===== config.mk =====
export PLATFORM = sky130hd
export DESIGN_NAME = io_sw_debounce
export DESIGN_NICKNAME = d
export VERILOG_FILES = /design/src/rtl/io_pkg.sv /design/src/rtl/sw_debounce_ch.sv /design/src/rtl/io_sw_debounce.sv
export SDC_FILE = /design/constraint.sdc
export NUM_CORES = 1
export LEC_CHECK = 0
export ABC_AREA = 1
export CAP_MARGIN = 20
export CORE_MARGIN = 1
export CORE_UTILIZATION = 33
export DETAILED_ROUTE_END_ITERATION = 8
export PLACE_DENSITY = 0.58
export REMOVE_ABC_BUFFERS = 1
export SLEW_MARGIN = 10
export SYNTH_ARGS = -nofsm -noshare
export SYNTH_HDL_FRONTEND = slang
export SYNTH_SLANG_ARGS = --single-unit

===== constraint.sdc =====
create_clock -name i_clk -period 2.13 [get_ports i_clk]
set_input_delay 0.213 -clock i_clk [delete_from_list [all_inputs] [get_ports i_clk]]
set_output_delay 0.213 -clock i_clk [all_outputs]
set_load 0.1 [all_outputs]

===== src/rtl/io_pkg.sv =====
// Board-level constants for the DE2 switch bank and the debounce defaults
// derived from them.
package io_pkg;

    localparam int DE2_NUM_SW           = 17;
    localparam int DE2_CLK_HZ           = 50_000_000;
    // One sample tick per millisecond of the board clock.
    localparam int DEFAULT_TICK_DIV     = DE2_CLK_HZ / 1000;
    localparam int DEFAULT_STABLE_TICKS = 10;

    // Width of a counter that must be able to hold the value n.
    function automatic int cnt_width(input int n);
        return (n < 2) ? 1 : $clog2(n + 1);
    endfunction

endpackage


===== src/rtl/sw_debounce_ch.sv =====
// One switch channel: two-flop synchroniser, tick-driven stability counter,
// debounced level, rise/fall pulses and a sticky write-1-to-clear event flag.
module sw_debounce_ch
    import io_pkg::*;
#(
    parameter int STABLE_TICKS = DEFAULT_STABLE_TICKS
) (
    input  logic i_clk,
    input  logic i_rst_n,
    input  logic i_tick,
    input  logic i_sw,
    input  logic i_evt_clr,
    output logic o_stable,
    output logic o_rise,
    output logic o_fall,
    output logic o_evt
);

    localparam int              CW       = $clog2(STABLE_TICKS + 1);
    localparam logic [CW-1:0]   CNT_LAST = CW'(STABLE_TICKS - 1);

    logic          meta_q;
    logic          sync_q;
    logic [CW-1:0] cnt_q;

    // NOTE: every flop here, including the synchroniser, is cleared by reset so
    // a partially accumulated count can never survive into the next run.
    always_ff @(posedge i_clk or negedge i_rst_n) begin
        if (!i_rst_n) begin
            meta_q   <= 1'b0;
            sync_q   <= 1'b0;
            cnt_q    <= '0;
            o_stable <= 1'b0;
            o_rise   <= 1'b0;
            o_fall   <= 1'b0;
            o_evt    <= 1'b0;
        end else begin
            // NOTE: non-blocking assignments throughout, so every right-hand
            // side below sees the pre-edge value of the register it reads.
            meta_q <= i_sw;
            sync_q <= meta_q;
            o_rise <= 1'b0;
            o_fall <= 1'b0;

            // Any return to the accepted level restarts the window.
            if (sync_q == o_stable) begin
                cnt_q <= '0;
            end else if (i_tick) begin
                if (cnt_q == CNT_LAST) begin
                    o_stable <= sync_q;
                    cnt_q    <= '0;
                    o_rise   <= sync_q;
                    o_fall   <= ~sync_q;
                end else begin
                    cnt_q <= cnt_q + CW'(1);
                end
            end

            // A new event beats a simultaneous clear.
            if (o_rise || o_fall) begin
                o_evt <= 1'b1;
            end else if (i_evt_clr) begin
                o_evt <= 1'b0;
            end
        end
    end

endmodule


===== src/rtl/io_sw_debounce.sv =====
// Switch-input conditioner: shared sample-tick prescaler feeding one debounce
// channel per switch, plus the event summary and the 32-bit CPU switch word.
module io_sw_debounce
    import io_pkg::*;
#(
    parameter int NUM_SW       = DE2_NUM_SW,
    parameter int TICK_DIV     = DEFAULT_TICK_DIV,
    parameter int STABLE_TICKS = DEFAULT_STABLE_TICKS
) (
    input  logic              i_clk,
    input  logic              i_rst_n,
    input  logic [NUM_SW-1:0] i_sw,
    input  logic [NUM_SW-1:0] i_evt_clr,
    output logic [NUM_SW-1:0] o_sw_stable,
    output logic [NUM_SW-1:0] o_sw_rise,
    output logic [NUM_SW-1:0] o_sw_fall,
    output logic [NUM_SW-1:0] o_sw_evt,
    output logic              o_any_evt,
    output logic [31:0]       o_io_sw
);

    if (NUM_SW < 1 || NUM_SW > 32) begin : g_chk_num_sw
        $fatal(1, "io_sw_debounce: NUM_SW must be in 1..32");
    end
    if (TICK_DIV < 2) begin : g_chk_tick_div
        $fatal(1, "io_sw_debounce: TICK_DIV must be at least 2");
    end
    if (STABLE_TICKS < 1) begin : g_chk_stable_ticks
        $fatal(1, "io_sw_debounce: STABLE_TICKS must be at least 1");
    end

    localparam int            PW       = $clog2(TICK_DIV);
    localparam logic [PW-1:0] PRE_LAST = PW'(TICK_DIV - 1);

    logic [PW-1:0] pre_q;
    logic          tick;

    // Free-running; input activity never realigns the tick phase.
    always_ff @(posedge i_clk or negedge i_rst_n) begin
        if (!i_rst_n) begin
            pre_q <= '0;
        end else if (pre_q == PRE_LAST) begin
            pre_q <= '0;
        end else begin
            pre_q <= pre_q + PW'(1);
        end
    end

    assign tick = (pre_q == PRE_LAST);

    for (genvar g = 0; g < NUM_SW; g++) begin : g_ch
        sw_debounce_ch #(
            .STABLE_TICKS (STABLE_TICKS)
        ) u_ch (
            .i_clk     (i_clk),
            .i_rst_n   (i_rst_n),
            .i_tick    (tick),
            .i_sw      (i_sw[g]),
            .i_evt_clr (i_evt_clr[g]),
            .o_stable  (o_sw_stable[g]),
            .o_rise    (o_sw_rise[g]),
            .o_fall    (o_sw_fall[g]),
            .o_evt     (o_sw_evt[g])
        );
    end

    assign o_any_evt = |o_sw_evt;
    assign o_io_sw   = 32'(o_sw_stable);

endmodule


Word-level counts from Yosys, hierarchy flattened
Index checks and enable logic that the tools add are counted.
- memory bits (writable): 0
- memories: 0
- bits in latches: 0
- memory bits (read-only): 0
- logic and storage cells: 464
- input port bits: 36
- flip-flop bits (word level): 186
- bitwise operators: 34
- shift operators: 0
- magnitude comparators: 0
- multipliers: 0
- divide/modulo/power cells: 0
- add/subtract/negate cells: 18
- equality and inequality tests: 35
- reductions and logical operators: 69
- mux-type cells: 188
- operators by type and width (kind ; count):
    $mux 4 ; 51
    $mux 1 ; 136
    $add 4x1->4 const B ; 17
    $eq 4x4->1 const B ; 17
    $reduce_bool 2->1 ; 34
    $reduce_and 3->1 ; 17
    $not 1->1 ; 34
    $eq 1x1->1 ; 17
    $logic_or 1x1->1 ; 17
    $reduce_or 17->1 ; 1
    $add 16x1->16 const B ; 1
    $eq 16x16->1 const B ; 1
    $mux 16 ; 1

Logic depth before layout (Yosys ltp)
Gate-level depths: netlist of run 1.
- word-level depth: 4
- mapped depth: 9
- gate-level depth less buffers: 9

Cells and area by module
A second synthesis of run 1 with hierarchy kept.
- cell total of the unflattened synthesis: 1085
- area, all modules: 9135.0 µm²
- modules (own cells, without submodules) (module ; area an instance (µm²) ; instances ; cells each):
    sw_debounce_ch at g_ch[0].u_ch ... ; 465.4 ; 14 ; 53
    sw_debounce_ch at g_ch[7].u_ch ... ; 484.2 ; 3 ; 60
    io_sw_debounce ; 1166.1 ; 1 ; 163

Worst setup path after synthesis of run 1
Ideal clock, no wire load.
- path kind: flip-flop to output port
- from: reg g_ch[11].u_ch.o_evt
- to: out o_any_evt
- path slack: 350 ps
- cell stages (with the launch flop): 3
- arrival: 1567 ps
- path buffers: 0
- cells stage by stage: dfrtp_1 nor4_1 nand4_1
- longest elaborated chain between the ends: 1
- RTL lines (element ; line ; text):
    start, declared ; sw_debounce_ch.sv:16 ; output logic o_evt
    start signal, assigned ; sw_debounce_ch.sv:36 ; o_evt <= 1'b0;
    start signal, assigned ; sw_debounce_ch.sv:61 ; o_evt <= 1'b1;
    start signal, assigned ; sw_debounce_ch.sv:63 ; o_evt <= 1'b0;
    $reduce_or 17->1 ; io_sw_debounce.sv:67 ; assign o_any_evt = |o_sw_evt;
    end, declared ; io_sw_debounce.sv:18 ; output logic o_any_evt,
Every way passes these cells.

Worst setup path after layout of run 1
- from: reg g_ch[3].u_ch.o_evt
- to: out o_any_evt
- longest elaborated chain between the ends: 1
- RTL lines (element ; line):
    start, declared ; sw_debounce_ch.sv:16
    start signal, assigned ; sw_debounce_ch.sv:36
    start signal, assigned ; sw_debounce_ch.sv:61
    start signal, assigned ; sw_debounce_ch.sv:63
    $reduce_or 17->1 ; io_sw_debounce.sv:67
Every way passes these cells.

==> run metrics, run 1 <==
antenna violations before repair=0; peak supply drop=446 uV; Post-layout nets=1172; gr usage total=13.7%; CTS sink cnt=186; Post-Synthesis Cell Area=0.00913 mm^2; most frequent cells in the layout=nand2_1, dfrtp_1, nor2_1; Max Cap Viol=0; Switching Power=1.80 mW; layout cells sized above 1=14.0%; failing checks=setup timing; Max Root-Sink Buffers=2; clock power share=45.3%; total power=7.14 mW; CTS tree=yes; DR vias=6430; Die Span Y=168 um; DRT iter0 DRCs=358; hold_sp=i_sw[0]; worst reg2reg path endpoint=g_ch[16].u_ch.cnt_q[3]$_DFFE_PN0P_; WHS Path Cells=1; #FFs+latches synth=186; xor/xnor share of the synthesized area=3.93%; internal power=5.33 mW; commonest non-fill, non-tap cell in the layout=nand2_1; vias per cell=4.41; CP arrival=1.92 ns; post-synthesis sequential area ratio=51.0%; post-route ant nets=0; number of global-route vias before repair=6133; post-route minimum period=2.13 ns; die width=168 um; worst setup path start=g_ch[3].u_ch.o_evt$_DFFE_PN0P_; clk_lat worst skew=0.44 ns; DR WL/cell=12.5 um; Fmax=469 MHz; Syn Area/Cell=8.74 um^2; starting density of the core=33.8%; largest family of logic cells by synthesized area=simple AND/OR/NAND/NOR gates; hpwl dp=13000 um; logic gate share of total power=4.5%; Core Rows=60; launch point of the worst reg-to-reg path=pre_q[0]$_DFF_PN0_; Final Skew=0.0130 ns; PD cells=676 mW/mm^2; Final Setup Violations=1; clock transition at the registers of the reported paths=0.08 ns; Period Utilization, post-route=100%; CP max FO=2; DIE AREA=0.0283 mm^2; RSZ-0062 raised after global routing=yes; sequential power share=50.2%; post-synthesis cell type count=24; number of antenna diodes=0; TritonCTS Buffers=17; yosys warns=0; setup slack, reg-to-reg=0.44 ns; Worst R2R Path Depth=8; post-route setup slack=-0.00291 ns; DRT Pass-1 Iters=6; Layout area overhead=15.6%; top cells by area, synth=dfrtp_1, nand2_1, buf_4; routed wire length=18200 um; Final Max Tran Viols=0; sw frac=25.3%; Synth Area in Compound Gates=2.80%; status=finished with violations; Placer Congestion=0.801; root buffer cell=clkbuf_16; Post-Synth Adder-Cell Area=4.52%; mux cell area share after synthesis=0%; hold path endpoint=g_ch[0].u_ch.meta_q$_DFF_PN0_; simple-gate share of the synthesized area=24.8%; # port buffers=121; core area=0.0270 mm^2; WHS=0.204 ns; Yosys top cell area share=51.0%; pin count of the biggest net entering global routing=52; first-pass GRT wire length=30600 um; Setup TNS=-0.00291 ns; I/O Pins=137; Mapped Cells=1044; CTS H-tree depth=4; GRT overflow=0; Residual DRC=0; Crit. End Element=primary output; crit path kind=reg -> out; Crit path required time=1.92 ns; Hold Path Class=in -> reg; leak pwr=5.77 nW; Synth area leader=dfrtp_1; CP startpoint kind=flop; Final Hold Fails=0
power by group through the flow:
stage	Sequential [mW]	Combinational, mW	Clock (mW)
global route	3.59	0.354	3.50
finish	3.58	0.322	3.23
detailed placement	3.65	0.327	0
floorplan	3.65	0.164	0
global placement	3.65	0.328	0
CTS	3.58	0.330	3.35
registers in the layout (all words and copies together) (netlist names):
register,cells
g_ch.u_ch.o_evt,17
g_ch.u_ch.o_rise,17
g_ch.u_ch.o_fall,17
g_ch.u_ch.meta_q,17
g_ch.u_ch.cnt_q,68
g_ch.u_ch.sync_q,17
pre_q,16
g_ch.u_ch.o_stable,17
per-stage QoR:
step / utilization [%] / area [um^2] / std cells / worst slack [ns]
floorplan: - / 8370 / 950 / -0.216
global placement: 36.7 / 9930 / 1423 / -0.0598
detailed placement: 36.7 / 9930 / 1423 / 0.00548
CTS: 39.1 / 10600 / 1457 / -0.174
global route: 39.1 / 10600 / 1457 / -0.0960
finish: 39.1 / 10600 / 1457 / -0.00291
worst max-delay path, stage by stage (launching register included):
cell,delay [ns]
dfrtp_1,0.39
inv_2,0.09
nand4_1,0.26
nor3_4,0.32
nand4_1,0.20
buf_12,0.22
final cells by class:
cell class / instances / area (um^2)
Clock buffer: 17 / 425
Clock inverter: 15 / 173
Fill cell: 2665 / 16500
Inverter: 98 / 368
Multi-Input combinational cell: 666 / 3360
Sequential cell: 186 / 4650
Tap cell: 341 / 427
Timing Repair Buffer: 134 / 1150
cell usage after synthesis:
master,number
nor2_2,5
nand3_1,30
xnor2_1,3
dfrtp_1,186
a21oi_1,26
ha_1,33
xor2_1,38
buf_2,3
nand2_2,2
nor2_8,1
inv_2,1
o21ai_0,25
nand4_1,42
nor2_1,143
buf_4,103
nand2_4,1
buf_6,2
inv_1,97
nor4_1,2
nand3b_1,1
nand2_1,283
conb_1,1
nor3_1,4
nor2_4,12
routing by layer:
layer | vias up | GRT usage, % | wire (um)
li1 | 3272 | - | -
met1 | 3023 | 19.1 | 9000
met2 | 117 | 20.8 | 8050
met3 | 18 | 3.62 | 871
met4 | 0 | 4.23 | 290
met5 | - | 0 | 0
kinds of logic (layout without fill, tap and decap cells):
kind of cell,count (synthesis),after routing
AND/OR/NAND/NOR,526,526
buffers and inverters,206,264
flip-flops,186,186
AO/OA/AOI/OAI,51,51
XOR/XNOR,41,41
adder cells (fa/ha/maj),33,33
other,1,15
repair_timing:
| action | in CTS | in global routing |
|---|---|---|
| endpoints found under the hold margin | 47 | 0 |
| cloned | 0 | 0 |
| endpoints found under the setup margin | 1 | 1 |
| resized for setup | 3 | 1 |
| pin swaps | 3 | 3 |
| buffers inserted | 1 | 0 |
| hold buffers | 1 | 0 |
worst max path at each step:
stage                                              endpoint  cells after the start
after floorplan           g_ch[5].u_ch.cnt_q[3]$_DFFE_PN0P_                      5
after global placement                            o_any_evt                      5
after detailed placement                          o_any_evt                      5
after CTS                                         o_any_evt                      5
after global routing                              o_any_evt                      5
final                                             o_any_evt                      5
(Power assumes the default switching activity.)
==> inputs of run 2 (changes only) <==
- DONT_BUFFER_PORTS: not set -> 1
- MAX_ROUTING_LAYER: not set -> met4
- PLACE_DENSITY: 0.58 -> 0.52
- SYNTH_HIERARCHICAL: not set -> 1
==> run 2 against run 1 <==
Against the previous run:
- the flow finishes with violations (hold timing)
- sequential power about the same
- global-route usage decreased by 0.12 points
- combinational power decreased by 25%
- clock skew increased by 0.0019 ns
- sequential cell count unchanged
- core utilization increased by 0.81 points
- worst hold slack got worse by 0.71 ns
- clock-buffer cell count increased by 1
- clock power decreased by 5%
- design area increased by 2.1%
- largest power group unchanged
==> run metrics, run 2 <==
GRT overflow=0 (unchanged); root buffer cell=clkbuf_16; Post-synth top cells=nand2_1, dfrtp_1, inv_1, nand3_1, nor2_1; final instance area=0.0108 mm^2 (+2.1%); routed wire length=17600 um (-3.3%); leak pwr=5.14 nW (-11%); gr usage total=13.6% (-0.12 points); Syn Area/Cell=8.42 um^2 (-3.7%); vias per cell=4.47 (+1.4%); Crit path required time=1.92 ns (about the same); Fmax=513 MHz (+9.4%); clock transition at the registers of the reported paths=0.08 ns (about the same); Max Cap Viol=0 (unchanged); Yosys top cell area share=51.0% (about the same); Synth area leader=dfrtp_1; peak supply drop=411 uV (-8.0%); CTS tree=yes; post-route setup slack=0.181 ns (+0.184 ns); DRT Pass-1 Iters=5 (-1); failing checks=hold timing; hpwl dp=12200 um (-6.6%); DIE AREA=0.0284 mm^2 (about the same); DR WL/cell=11.6 um (-7.5%); Slew headroom=62.1%; Final Hold Fails=186 (+186); postcts setup bufs=0 (-1); Setup TNS=0 ns (+0.00291 ns); Placer Congestion=0.813 (+1.6%); Mapped Cells=1085 (+3.9%); number of global-route vias before repair=6579 (+7.3%); Max Root-Sink Buffers=2 (unchanged); Period Utilization, post-route=91.5% (-8.6 points); launch point of the worst reg-to-reg path=pre_q[0]$_DFF_PN0_; #FFs+latches synth=186 (unchanged); commonest non-fill, non-tap cell in the layout=nand2_1; Biggest register=g_ch.u_ch/cnt_q; crit path kind=reg -> out; worst setup path start=g_ch[9].u_ch/o_evt$_DFFE_PN0P_; total power=6.90 mW (-3.4%); Largest register FFs=68 (unchanged); simple-gate share of the synthesized area=29.0% (+4.2 points); Core Rows=60 (unchanged); Post-Synthesis Cell Area=0.00914 mm^2 (about the same); Synth Area in Compound Gates=5.86% (+3.1 points); Post-synth EDFFs=0 (unchanged); die width=168 um (about the same); worst slack, placed=0.183 ns (+0.177 ns); I/O Pins=137 (unchanged); DR vias=6818 (+6.0%); DRT iter0 DRCs=287 (-20%); most frequent cells in the layout=nand2_1, dfrtp_1, inv_1; Worst Tran Pin Value=0.569 ns; Die Span Y=168 um (about the same); clk_lat worst skew=0.44 ns (about the same); core area=0.0270 mm^2 (unchanged); first-pass GRT wire length=30200 um (-1.3%); Final Setup Violations=0 (-1); CP startpoint kind=flop; xor/xnor share of the synthesized area=1.82% (-2.1 points); layout cells sized above 1=21.7% (+7.8 points); Placed Area=0.00985 mm^2 (-0.77%); CTS H-tree depth=4 (unchanged); Crit. End Element=primary output; largest family of logic cells by synthesized area=simple AND/OR/NAND/NOR gates; cts hold-fix bufs=34 (+33); CP arrival=1.74 ns (-0.18 ns); CP max FO=2 (unchanged); PD cells=640 mW/mm^2 (-5.3%); Post-layout nets=1212 (+3.4%); main flop type after synthesis=dfrtp_1; Layout area overhead=17.9%; Hold Path Class=in -> async; antenna violations before repair=1 (+1); count leader, synth=nand2_1; WHS=-0.509 ns (-0.713 ns); TritonCTS Buffers=17 (unchanged); Residual DRC=0 (unchanged); Final Skew=0.0149 ns (+0.00193 ns); status=finished with violations; pin count of the biggest net entering global routing=187 (+260%); post-synthesis sequential area ratio=51.0% (about the same); RSZ-0062 raised after global routing=no; Final Max Tran Viols=0 (unchanged); starting density of the core=33.8% (about the same); # port buffers=0 (-100%); post-synthesis cell type count=27 (+13%); CTS sink cnt=186 (unchanged); top cells by area, synth=dfrtp_1, nand2_1, inv_1; ys async rst share=100% (unchanged); Post-Synth Adder-Cell Area=0.959% (-3.6 points); yosys warns=6 (+6); post-route ant nets=0 (unchanged); post-route minimum period=1.95 ns (-0.184 ns); mux cell area share after synthesis=0% (unchanged)
run 2: cell types whose count changed in the layout (fill, tap and decap cells not counted), sizes merged, moves of 4 or more:
| cell | previous run | this run |
|---|---|---|
| xnor2 | 3 | 14 |
| inv | 109 | 172 |
| clkinv | 1 | 5 |
| buf | 98 | 77 |
| a21oi | 26 | 46 |
| xor2 | 38 | 5 |
| nand3 | 30 | 103 |
| o21ai | 25 | 47 |
| clkdlybuf4s50 | 34 | 0 |
| ha | 33 | 7 |
| nand2 | 286 | 299 |
| nor2 | 161 | 101 |
| dlygate4sd3 | 1 | 34 |
run 2: routing by layer:
metal	vias to the layer above	part of all wire, %	GRT usage [%]	wire (um)
met5	-	0	-	0
met4	0	1.1	4.15	186
met3	13	4.5	3.60	796
met2	120	46	21.7	8160
met1	3162	48	16.9	8470
li1	3523	-	-	-
run 2: path summary, 6_finish.rpt:
path	cells past startpoint	slack, ns	endpoint
setup reg to reg	10	0.22	g_ch[5].u_ch/cnt_q[3]$_DFFE_PN0P_
hold reg to reg	0	0.35	g_ch[9].u_ch/sync_q$_DFF_PN0_
max in group asynchronous	0	2.43	g_ch[8].u_ch/o_stable$_DFFE_PN0P_
min in group i_clk	1	0.33	g_ch[7].u_ch/meta_q$_DFF_PN0_
setup / recovery	4	0.18	o_any_evt
hold / removal	0	-0.51	g_ch[10].u_ch/sync_q$_DFF_PN0_
run 2: cells by family after synthesis:
kind of cell,Yosys count
and+or+nand+nor,552
AOI/OAI and AO/OA,94
DFF,186
buffers and inverters,226
xor gates and xnor gates,19
adders and majority gates,7
other,1
run 2: power by group:
part	internal, mW	switching (mW)
clock	1.55	1.52
combinational	0.0653	0.175
sequential	3.56	0.0283
total	5.18	1.72
run 2: area by class of cell:
class / count / area [um^2]
fill: 2655 / 16300
sequential: 186 / 4680
multi-input combinational: 687 / 3510
timing repair buffer: 111 / 968
inverter: 166 / 628
clock buffer: 18 / 429
tap: 341 / 427
clock inverter: 14 / 138
antenna: 1 / 2.50
run 2: critical path: stages, from the launching register on:
cell     delay, ns
dfrtp_1       0.37
or2_2         0.35
nor3_2        0.19
nand4_1       0.13
buf_4         0.26
run 2: repair_timing:
action                                  in CTS  in global routing
hold endpoints to repair                   220                186
gates resized for setup                      1                  2
endpoints found under the setup margin       1                  5
cloned                                       0                  0
run 2: per-stage QoR:
stage	utilization, %	cells	hold WS (ns)
global route	39.9	1524	-0.553
global placement	36.4	1457	-0.0656
finish	39.9	1524	-0.509
detailed placement	36.4	1457	-0.0660
floorplan	-	1039	-0.0826
CTS	39.8	1523	-0.548
